### src/rtl/riscv_mmio_pkg.sv
// Shared addresses, status bit positions and TX FSM state encoding for the
// MMIO UART bridge.
package riscv_mmio_pkg;

  localparam logic [31:0] UART_TXDATA_ADDR = 32'h1001_0024;
  localparam logic [31:0] UART_STATUS_ADDR = UART_TXDATA_ADDR + 32'd4;

  localparam int ST_FULL  = 0;
  localparam int ST_EMPTY = 1;
  localparam int ST_BUSY  = 2;
  localparam int ST_OVF   = 3;

  typedef enum logic [2:0] {
    IDLE   = 3'd0,
    START  = 3'd1,
    DATA   = 3'd2,
    PARITY = 3'd3,
    STOP   = 3'd4
  } tx_state_e;

endpackage

### src/rtl/uart_tx_serializer.sv
// UART transmit FSM, baud down-counter and shifter; pulls bytes from the FIFO
// via valid/pop. Even parity bit is added when UART_PARITY_EN is defined.
//
// state  | meaning
// IDLE   | line high, waiting for a queued byte
// START  | start bit (0)
// DATA   | 8 data bits, LSB first
// PARITY | even parity bit (UART_PARITY_EN builds only)
// STOP   | stop bit (1); chains straight into START if another byte waits
module uart_tx_serializer
  import riscv_mmio_pkg::*;
#(
  parameter int CLK_DIV = 434
) (
  input  logic       clk,
  input  logic       rst,
  input  logic       valid,
  input  logic [7:0] data,
  output logic       pop,
  output logic       tx,
  output logic       busy
);

  localparam int BW = (CLK_DIV > 2) ? $clog2(CLK_DIV) : 1;
  localparam logic [BW-1:0] BAUD_LOAD = BW'(CLK_DIV - 1);

  tx_state_e      state_q, state_d;
  logic [BW-1:0]  baud_q, baud_d;
  logic [7:0]     shift_q, shift_d;
  logic [2:0]     bit_idx_q, bit_idx_d;
  logic           tx_q, tx_d;
`ifdef UART_PARITY_EN
  logic           parity_q, parity_d;
`endif

  logic baud_zero;
  assign baud_zero = (baud_q == '0);

  always_ff @(posedge clk) begin
    if (rst) begin
      state_q   <= IDLE;
      baud_q    <= '0;
      shift_q   <= '0;
      bit_idx_q <= '0;
      tx_q      <= 1'b1;
`ifdef UART_PARITY_EN
      parity_q  <= 1'b0;
`endif
    end else begin
      state_q   <= state_d;
      baud_q    <= baud_d;
      shift_q   <= shift_d;
      bit_idx_q <= bit_idx_d;
      tx_q      <= tx_d;
`ifdef UART_PARITY_EN
      parity_q  <= parity_d;
`endif
    end
  end

  always_comb begin
    state_d   = state_q;
    baud_d    = (state_q == IDLE) ? '0 : baud_q - BW'(1);
    shift_d   = shift_q;
    bit_idx_d = bit_idx_q;
    tx_d      = tx_q;
`ifdef UART_PARITY_EN
    parity_d  = parity_q;
`endif
    // pop is asserted only from IDLE or the last STOP cycle; both load a new frame
    if (pop) begin
      state_d = START;
      shift_d = data;
      tx_d    = 1'b0;
      baud_d  = BAUD_LOAD;
`ifdef UART_PARITY_EN
      parity_d = ^data;
`endif
    end else begin
      case (state_q)
        IDLE: tx_d = 1'b1;
        START: begin
          if (baud_zero) begin
            state_d   = DATA;
            tx_d      = shift_q[0];
            shift_d   = {1'b0, shift_q[7:1]};
            bit_idx_d = 3'd0;
            baud_d    = BAUD_LOAD;
          end
        end
        DATA: begin
          if (baud_zero) begin
            baud_d = BAUD_LOAD;
            if (bit_idx_q == 3'd7) begin
`ifdef UART_PARITY_EN
              state_d = PARITY;
              tx_d    = parity_q;
`else
              state_d = STOP;
              tx_d    = 1'b1;
`endif
            end else begin
              bit_idx_d = bit_idx_q + 3'd1;
              tx_d      = shift_q[0];
              shift_d   = {1'b0, shift_q[7:1]};
            end
          end
        end
`ifdef UART_PARITY_EN
        PARITY: begin
          if (baud_zero) begin
            state_d = STOP;
            tx_d    = 1'b1;
            baud_d  = BAUD_LOAD;
          end
        end
`endif
        STOP: begin
          if (baud_zero) begin
            state_d = IDLE;
            tx_d    = 1'b1;
            baud_d  = '0;
          end
        end
        default: begin
          state_d = IDLE;
          tx_d    = 1'b1;
          baud_d  = '0;
        end
      endcase
    end
  end

  always_comb begin
    pop  = valid & ((state_q == IDLE) | ((state_q == STOP) & baud_zero));
    busy = (state_q != IDLE);
    tx   = tx_q;
  end

endmodule

### src/rtl/mmio_uart_bridge.sv
// Memory-port bridge: passes core accesses to memory and intercepts the
// TXDATA/STATUS MMIO words of a FIFO-fed UART transmitter (UART_PARITY_EN adds parity).
module mmio_uart_bridge
  import riscv_mmio_pkg::*;
#(
  parameter int          CLK_DIV    = 434,
  parameter int          FIFO_DEPTH = 4,
  parameter logic [31:0] UART_BASE  = UART_TXDATA_ADDR
) (
  input  logic        clk,
  input  logic        rst,
  input  logic [31:0] core_adr,
  input  logic        core_we,
  input  logic [31:0] core_wdata,
  output logic [31:0] core_rdata,
  output logic [31:0] mem_adr,
  output logic        mem_we,
  output logic [31:0] mem_wdata,
  input  logic [31:0] mem_rdata,
  output logic        uart_tx
);

  localparam int PW = $clog2(FIFO_DEPTH);
  localparam int CW = PW + 1;

  logic [7:0]    fifo_mem_q [FIFO_DEPTH];
  logic [7:0]    fifo_mem_d [FIFO_DEPTH];
  logic [PW-1:0] wr_ptr_q, wr_ptr_d;
  logic [PW-1:0] rd_ptr_q, rd_ptr_d;
  logic [CW-1:0] count_q, count_d;
  logic          ovf_q, ovf_d;

  logic hit_tx, hit_st;
  logic fifo_full, fifo_empty;
  logic push_req, push, pop, tx_busy;
  logic [3:0] status;

  assign hit_tx     = (core_adr == UART_BASE);
  assign hit_st     = (core_adr == UART_BASE + 32'd4);
  assign fifo_full  = (count_q == CW'(FIFO_DEPTH));
  assign fifo_empty = (count_q == '0);

  assign mem_adr   = core_adr;
  assign mem_wdata = core_wdata;
  assign mem_we    = core_we & ~(hit_tx | hit_st);

  always_comb begin
    status           = '0;
    status[ST_FULL]  = fifo_full;
    status[ST_EMPTY] = fifo_empty;
    status[ST_BUSY]  = tx_busy;
    status[ST_OVF]   = ovf_q;
    if (hit_st)      core_rdata = {28'b0, status};
    else if (hit_tx) core_rdata = 32'b0;
    else             core_rdata = mem_rdata;
  end

  // A full FIFO still accepts a push when the serializer pops on the same edge.
  always_comb begin
    push_req = core_we & hit_tx;
    push     = push_req & (~fifo_full | pop);

    fifo_mem_d = fifo_mem_q;
    if (push) fifo_mem_d[wr_ptr_q] = core_wdata[7:0];
    wr_ptr_d = push ? wr_ptr_q + PW'(1) : wr_ptr_q;
    rd_ptr_d = pop  ? rd_ptr_q + PW'(1) : rd_ptr_q;

    case ({push, pop})
      2'b10:   count_d = count_q + CW'(1);
      2'b01:   count_d = count_q - CW'(1);
      default: count_d = count_q;
    endcase

    ovf_d = ovf_q;
    if (core_we & hit_st & core_wdata[ST_OVF]) ovf_d = 1'b0;
    if (push_req & ~push)                      ovf_d = 1'b1;
  end

  always_ff @(posedge clk) begin
    if (rst) begin
      wr_ptr_q <= '0;
      rd_ptr_q <= '0;
      count_q  <= '0;
      ovf_q    <= 1'b0;
    end else begin
      wr_ptr_q <= wr_ptr_d;
      rd_ptr_q <= rd_ptr_d;
      count_q  <= count_d;
      ovf_q    <= ovf_d;
    end
  end

  always_ff @(posedge clk) begin
    fifo_mem_q <= fifo_mem_d;
  end

  uart_tx_serializer #(
    .CLK_DIV (CLK_DIV)
  ) u_ser (
    .clk   (clk),
    .rst   (rst),
    .valid (~fifo_empty),
    .data  (fifo_mem_q[rd_ptr_q]),
    .pop   (pop),
    .tx    (uart_tx),
    .busy  (tx_busy)
  );

endmodule

### config.mk
export PLATFORM = sky130hd
export DESIGN_NAME = mmio_uart_bridge
export DESIGN_NICKNAME = d
export VERILOG_FILES = /design/src/rtl/riscv_mmio_pkg.sv /design/src/rtl/uart_tx_serializer.sv /design/src/rtl/mmio_uart_bridge.sv
export SDC_FILE = /design/constraint.sdc
export NUM_CORES = 1
export LEC_CHECK = 0
export ABC_AREA = 0
export CORE_MARGIN = 2
export CORE_UTILIZATION = 30
export CTS_CLUSTER_DIAMETER = 80
export DETAILED_ROUTE_END_ITERATION = 6
export PLACE_DENSITY_LB_ADDON = 0.05
export SETUP_SLACK_MARGIN = 0.2
export SKIP_CTS_REPAIR_TIMING = 1
export SYNTH_ARGS = -nofsm -noshare
export SYNTH_HDL_FRONTEND = slang
export SYNTH_HIERARCHICAL = 1
export SYNTH_SLANG_ARGS = --single-unit
### constraint.sdc
create_clock -name clk -period 10 [get_ports clk]
set_input_delay 1 -clock clk [delete_from_list [all_inputs] [get_ports clk]]
set_output_delay 1 -clock clk [all_outputs]
set_load 0.02 [all_outputs]
==> key figures, run 1 <==
Cells and area
  • Synth-to-Final Area Change: 38.9%
  • Fin area: around 5300 um2
  • NumNets Final: between 500 and 600
  • Share of layout cells above drive strength 1: about a tenth
  • Multi-input gate area: 1610 um2
  • FF/Latch Area: around 1600 um2
  • Filler cell count: approximately 1,200
  • Antenna Diode Count: 0
  • Final instance count without filler cells: 612
  • Final design utilization: between 40% and 50%

STA
  • Setup Skew: roughly 7.4 ps
  • RSZ-0062 raised after global routing: false
  • Slew @ Worst Pin: between 900 and 1000 ps
  • Setup violators final: 0
  • Final slew viol count: 0
  • Period minus WS final: roughly 5000 ps
  • Worst Hold Margin: between 400 and 500 ps
  • Final worst slack: a little over 5000 ps
  • Slew headroom: a little over a third
  • Hold Vio Cnt, Final: 0
  • Final setup TNS: 0 ps
  • Max Clk Rate: 205 MHz
  • Period utilisation layout: just under 50%

Synth
  • Primary FF master, synth: edfxtp_1
  • Mean Syn Cell Area: roughly 11 um2
  • Mapped cell area: 3820 um2
  • Sequential element share of the synthesized area: a little over two fifths
  • Post-synthesis cell count: 353
  • Yosys warning count: 6
  • Largest cells by area after synthesis: edfxtp_1 25%, dfxtp_1 17%, buf_4 13%, and2_1 5.6%, mux4_2 4.7%
  • Yosys reg bits: between 60 and 70
  • Net count after synthesis: between 400 and 500
  • Synth unique cells: 62
  • Post-synth top area cell: edfxtp_1
  • Asr flop ratio synth: 0%
  • Synth top area share: around 25%
  • Post-synth EDFFs: 32

Placement
  • Placed insts: 596
  • PortBufs: around 150
  • Dpl cell area: about 5000 um2
  • Routability Congestion: ~0.74
  • Pre-CTS setup slack: about 5100 ps
  • DP Wirelength: between 7000 and 8000 um

Clocking
  • Register clock-pin slew on the reported worst setup and hold paths: around 50 ps
  • CTS tree: done
  • Buffers from clock root to sink, at most: 2
  • Clock buffer count from CTS: 9
  • Clk root buf: clkbuf_16
  • # H-tree levels: 3
  • Worst-Skew Late Latency: about 330 ps
  • Clk sink count: 64

Floorplanning
  • Row count: between 40 and 50
  • Die Ht: approximately 120 um
  • Core ar.: around 13,000 um2
  • Die width: 117 um
  • Die ar.: around 14,000 um2
  • I/O pin cnt: between 150 and 200
  • Starting density of the core: a little under a third

Route
  • WL/cell: 15.6 um
  • Via count: about 2,800
  • DRT iter0 DRCs: between 150 and 200
  • DRC viols: 0
  • Wirelength, routed: 9560 um
  • Vias per cell: ~4.6
  • DR pass1 iterations: 4
  • Routed Antenna Nets: 0

Power and ir drop
  • Power Density: 139 nW/um2
  • VDD IR max: between 80 and 90 uV
  • P_leak: roughly 1.9 nW
  • Pwr Total: around 0.74 mW

Worst setup path
  • R2R depth: 16
  • Worst stage delay on the critical path: between 600 and 700 ps
  • Worst setup SP type: input port
  • Worst path cell trace: clkdlybuf4s50_1 > nor4_2 > and4_1 > nand3_1 > a32o_1 > clkdlybuf4s50_1
  • Slowest CP cell: nand3_1
  • Worst endpoint required time: 9000 ps
  • CP Max Fanout: 33
  • Worst Setup End Kind: output pin
  • Critical path class: input port to output pin
  • Cell mode on critical path: clkdlybuf4s50_1
  • WP data arrival: between 3000 and 4000 ps

GRT
  • Initial antenna violation count: 0
  • Total track usage: roughly 14%
  • Largest net degree at the start of global routing: 34
  • Gr ovfl total: 0
  • First-pass GRT wire length: around 14,000 um
  • Vias in the first global route: 2,761

Worst hold path
  • Worst Hold Class: flop to flop
  • Worst hold path depth: 2

Run
  • Max-cap viol count: 0

Status
  • Status: finished, final reports clean
## final timing paths
check | start | to | slack, ps
worst min-delay path | u_ser/bit_idx_q[2] | u_ser/bit_idx_q[2] | 460
worst max register to register | u_ser/baud_q[0] | count_q[2] | 6080
worst max-delay path | core_adr[23] | core_rdata[0] | 5130
worst min register to register | u_ser/bit_idx_q[2] | u_ser/bit_idx_q[2] | 460
## cells by family (layout without fill, tap and decap cells)
group	count (synthesis)	after routing	share of synthesized area, %
AND/OR/NAND/NOR	110	110	19.7
buffers and inverters	89	176	15.9
flip-flops	64	64	41.9
AO/OA/AOI/OAI	63	63	12.2
adder cells (fa/ha/maj)	10	10	3.47
XOR/XNOR	9	9	2.06
multiplexers	8	8	4.72
## synthesized netlist by cell type (all sizes together) (4+ instances only)
cell / number
buf: 69
and2: 34
dfxtp: 32
edfxtp: 32
a21oi: 17
nor2: 14
inv: 11
nand2: 10
o21a: 10
ha: 9
clkbuf: 8
mux4: 8
nor3: 7
o221a: 7
o21ai: 6
a211oi: 5
nand3: 5
nor4: 5
xor2: 5
nand4: 4
nor4b: 4
o31ai: 4
or3: 4
xnor2: 4
## where the power goes
group           switching, mW  total [mW]  leakage, nW  internal [mW]
logic                  0.0410      0.0973         1.14         0.0563
clock network           0.115       0.367        0.169          0.251
registers      0.000000000835       0.275        0.545          0.275
total                   0.156       0.739         1.86          0.583
## layout by cell type (no fill, tap or decap), types with 6 or more instances in the layout
cell type,netlist,final
nand2_1,10,10
nor2_1,14,14
edfxtp_1,32,32
inv_1,11,11
o21a_1,10,10
clkbuf_16,0,9
nor3_1,7,7
dfxtp_1,32,32
o21ai_0,6,6
clkdlybuf4s50_1,0,148
and2_1,34,34
a21oi_1,16,16
ha_1,9,9
mux4_2,8,8
## state kept, by name, summed over array words and instances, names as in the netlist
name             cells
count_q              3
fifo_mem_q          32
ovf_q                1
rd_ptr_q             2
u_ser/baud_q         9
u_ser/bit_idx_q      3
u_ser/shift_q        8
u_ser/state_q        3
u_ser/tx             1
wr_ptr_q             2
## layout make-up
type                    count  share of cell area [%]
clock buffers              10                    4.50
multi-input cells         200                    30.3
well taps                 172                    4.05
repair buffers            148                    27.9
flip-flops and latches     64                    30.2
clock inverters             6                    2.17
inverters                  12                   0.849
## worst max-delay path, delay by kind of cell
kind / cells / cell delay, ps
simple gates: 3 / 1360
compound gates: 1 / 510
buf+inv: 2 / 980
## layer usage
| metal | vias up | track usage [%] | wire length [um] | share of wire [%] |
|---|---|---|---|---|
| met5 | - | 0 | 0 | 0 |
| met4 | 0 | 3.84 | 124 | 1.3 |
| met3 | 12 | 4.27 | 539 | 5.6 |
| met2 | 98 | 22.2 | 4780 | 50 |
| met1 | 1303 | 17.2 | 4110 | 43 |
| li1 | 1390 | - | - | - |
(Power assumes the default switching activity.)
==> run 2, diff against run 1 <==
clock period = 4.19 ns   (was 10 ns; I/O delays follow)
==> key figures, run 2 (synthesis gave the netlist of run 1 again) <==
Floorplanning
  • Row count: 41
  • Core ar.: approximately 13,000 um2
  • I/O pin cnt: ~200
  • Die ar.: approximately 14,000 um2
  • Die Ht: approximately 120 um
  • Starting density of the core: a little under a third
  • Die width: 117 um

STA
  • Final slew viol count: 0
  • RSZ-0062 raised after global routing: false
  • Worst Hold Margin: between 400 and 500 ps
  • Setup Skew: around 8 ps
  • Hold Vio Cnt, Final: 0
  • Setup violators final: 0
  • Slew headroom: 47.2%
  • Period utilisation layout: 87.0%
  • Max Clk Rate: approximately 270 MHz
  • Period minus WS final: 3650 ps
  • Final setup TNS: 0 ps
  • Slew @ Worst Pin: 789 ps

Route
  • WL/cell: around 16 um
  • Wirelength, routed: ~9600 um
  • Routed Antenna Nets: 0
  • Vias per cell: 4.58
  • DRT iter0 DRCs: roughly 150
  • Via count: between 2,000 and 3,000
  • DR pass1 iterations: 4
  • DRC viols: 0

Cells and area
  • Largest register FFs: 32
  • FF/Latch Area: around 1600 um2
  • Filler cell count: around 1,200
  • Antenna Diode Count: 0
  • Most common cell after layout, fill and taps aside: clkdlybuf4s50_1
  • Final design utilization: roughly 43%
  • Share of layout cells above drive strength 1: 11.2%
  • NumNets Final: 550
  • Multi-input gate area: ~1600 um2
  • Largest register by flop count: fifo_mem_q
  • Synth-to-Final Area Change: 39.4%
  • Largest regs: fifo_mem_q x32, u_ser/baud_q x9, u_ser/shift_q x8
  • Most frequent cells in the layout: 148 x clkdlybuf4s50_1, 34 x and2_1, 32 x dfxtp_1, 32 x edfxtp_1, 16 x a21oi_1
  • Final instance count without filler cells: approximately 620

Run
  • Max-cap viol count: 0

Worst hold path
  • Worst hold path depth: 2
  • Hold-critical path endpoint: u_ser/bit_idx_q[1]
  • Hold wc startpoint: u_ser/bit_idx_q[1]
  • Worst Hold Class: flop to flop

Worst setup path
  • CP Max Fanout: 5
  • Critical path class: flop to flop
  • R2R depth: 17
  • Reg-to-Reg Start: u_ser/baud_q[0]
  • Worst R2R End: count_q[2]
  • Worst Setup End Kind: flop
  • FF-to-FF setup slack: between 500 and 600 ps
  • WP data arrival: 3890 ps
  • Worst setup SP type: flop
  • Worst endpoint required time: 4430 ps

Clocking
  • Clk root buf: clkbuf_16
  • Clock buffer count from CTS: 9
  • Worst-Skew Late Latency: around 330 ps
  • Register clock-pin slew on the reported worst setup and hold paths: approximately 50 ps
  • Clk sink count: 64
  • # H-tree levels: 3
  • Buffers from clock root to sink, at most: 2
  • CTS tree: done

Power and ir drop
  • Power Density: ~320 nW/um2
  • P_leak: approximately 1.9 nW
  • VDD IR max: between 200 and 250 uV

GRT
  • Gr ovfl total: 0
  • First-pass GRT wire length: 14,900 um
  • Largest net degree at the start of global routing: 34
  • Initial antenna violation count: 0
  • Vias in the first global route: between 2,000 and 3,000
  • Total track usage: between 10% and 20%

Placement
  • Placed insts: 600
  • PortBufs: around 150
  • DP Wirelength: about 7500 um
  • Routability Congestion: 0.764

Status
  • Status: finished, final reports clean
run 2: changes by cell type in the layout (fill, tap and decap cells not counted), sizes merged:
| cell | change |
|---|---|
| clkinv | +2 |
| buf | +6 |
| inv | -1 |
| clkinvlp | +1 |
| bufinv | -1 |
| clkbuf | -1 |
run 2: how the worst max path moves through the flow:
stage / startpoint / end / slack, ps
3_5_place_dp: u_ser/baud_q[0] / count_q[2] / 340
4_1_cts: u_ser/baud_q[0] / count_q[2] / 300
3_3_place_gp: u_ser/baud_q[0] / count_q[2] / 450
2_1_floorplan: u_ser/baud_q[0] / count_q[2] / 710
6_report: u_ser/baud_q[0] / count_q[2] / 540
5_1_grt: u_ser/baud_q[0] / count_q[2] / 290
run 2: report_power, final:
group	leakage [nW]	switching [mW]	internal (mW)
logic	1.17	0.0973	0.134
registers	0.545	0.00000000196	0.657
clock network	0.149	0.275	0.520
run 2: area by class of cell:
class / instances / share of cell area (%)
inverters: 12 / 0.846
well taps: 172 / 4.04
multi-input cells: 200 / 30.3
flip-flops and latches: 64 / 30.1
clock inverters: 7 / 1.81
clock buffers: 9 / 4.23
repair buffers: 154 / 28.7
run 2: per-layer routing:
layer,part of all wire (%),GRT usage (%),vias up
li1,-,-,1407
met1,44,18.6,1321
met2,50,22.7,92
met3,5.0,4.48,10
met4,1.1,3.53,0
met5,0,0,-
run 2: through the flow:
| stage | power, mW | area [um2] | worst slack, ps |
|---|---|---|---|
| 3_5_place_dp | 0.903 | 4980 | 343 |
| 4_1_cts | 1.70 | 5310 | 304 |
| 3_3_place_gp | 0.904 | 4980 | 452 |
| 5_1_grt | 1.74 | 5320 | 293 |
| 6_report | 1.68 | 5320 | 544 |
| 2_1_floorplan | 0.806 | 3820 | 709 |
run 2: critical path, cell delays in order (launching register included):
cell,delay (ps)
dfxtp_1,340
inv_1,80
ha_1,200
nor4b_1,140
buf_4,150
a21boi_2,230
or2_4,190
inv_1,80
or4b_4,560
or2b_1,210
nor3_1,90
inv_1,70
ha_1,170
inv_1,60
fa_1,370
xor2_1,150
or3_1,300
a21oi_1,150
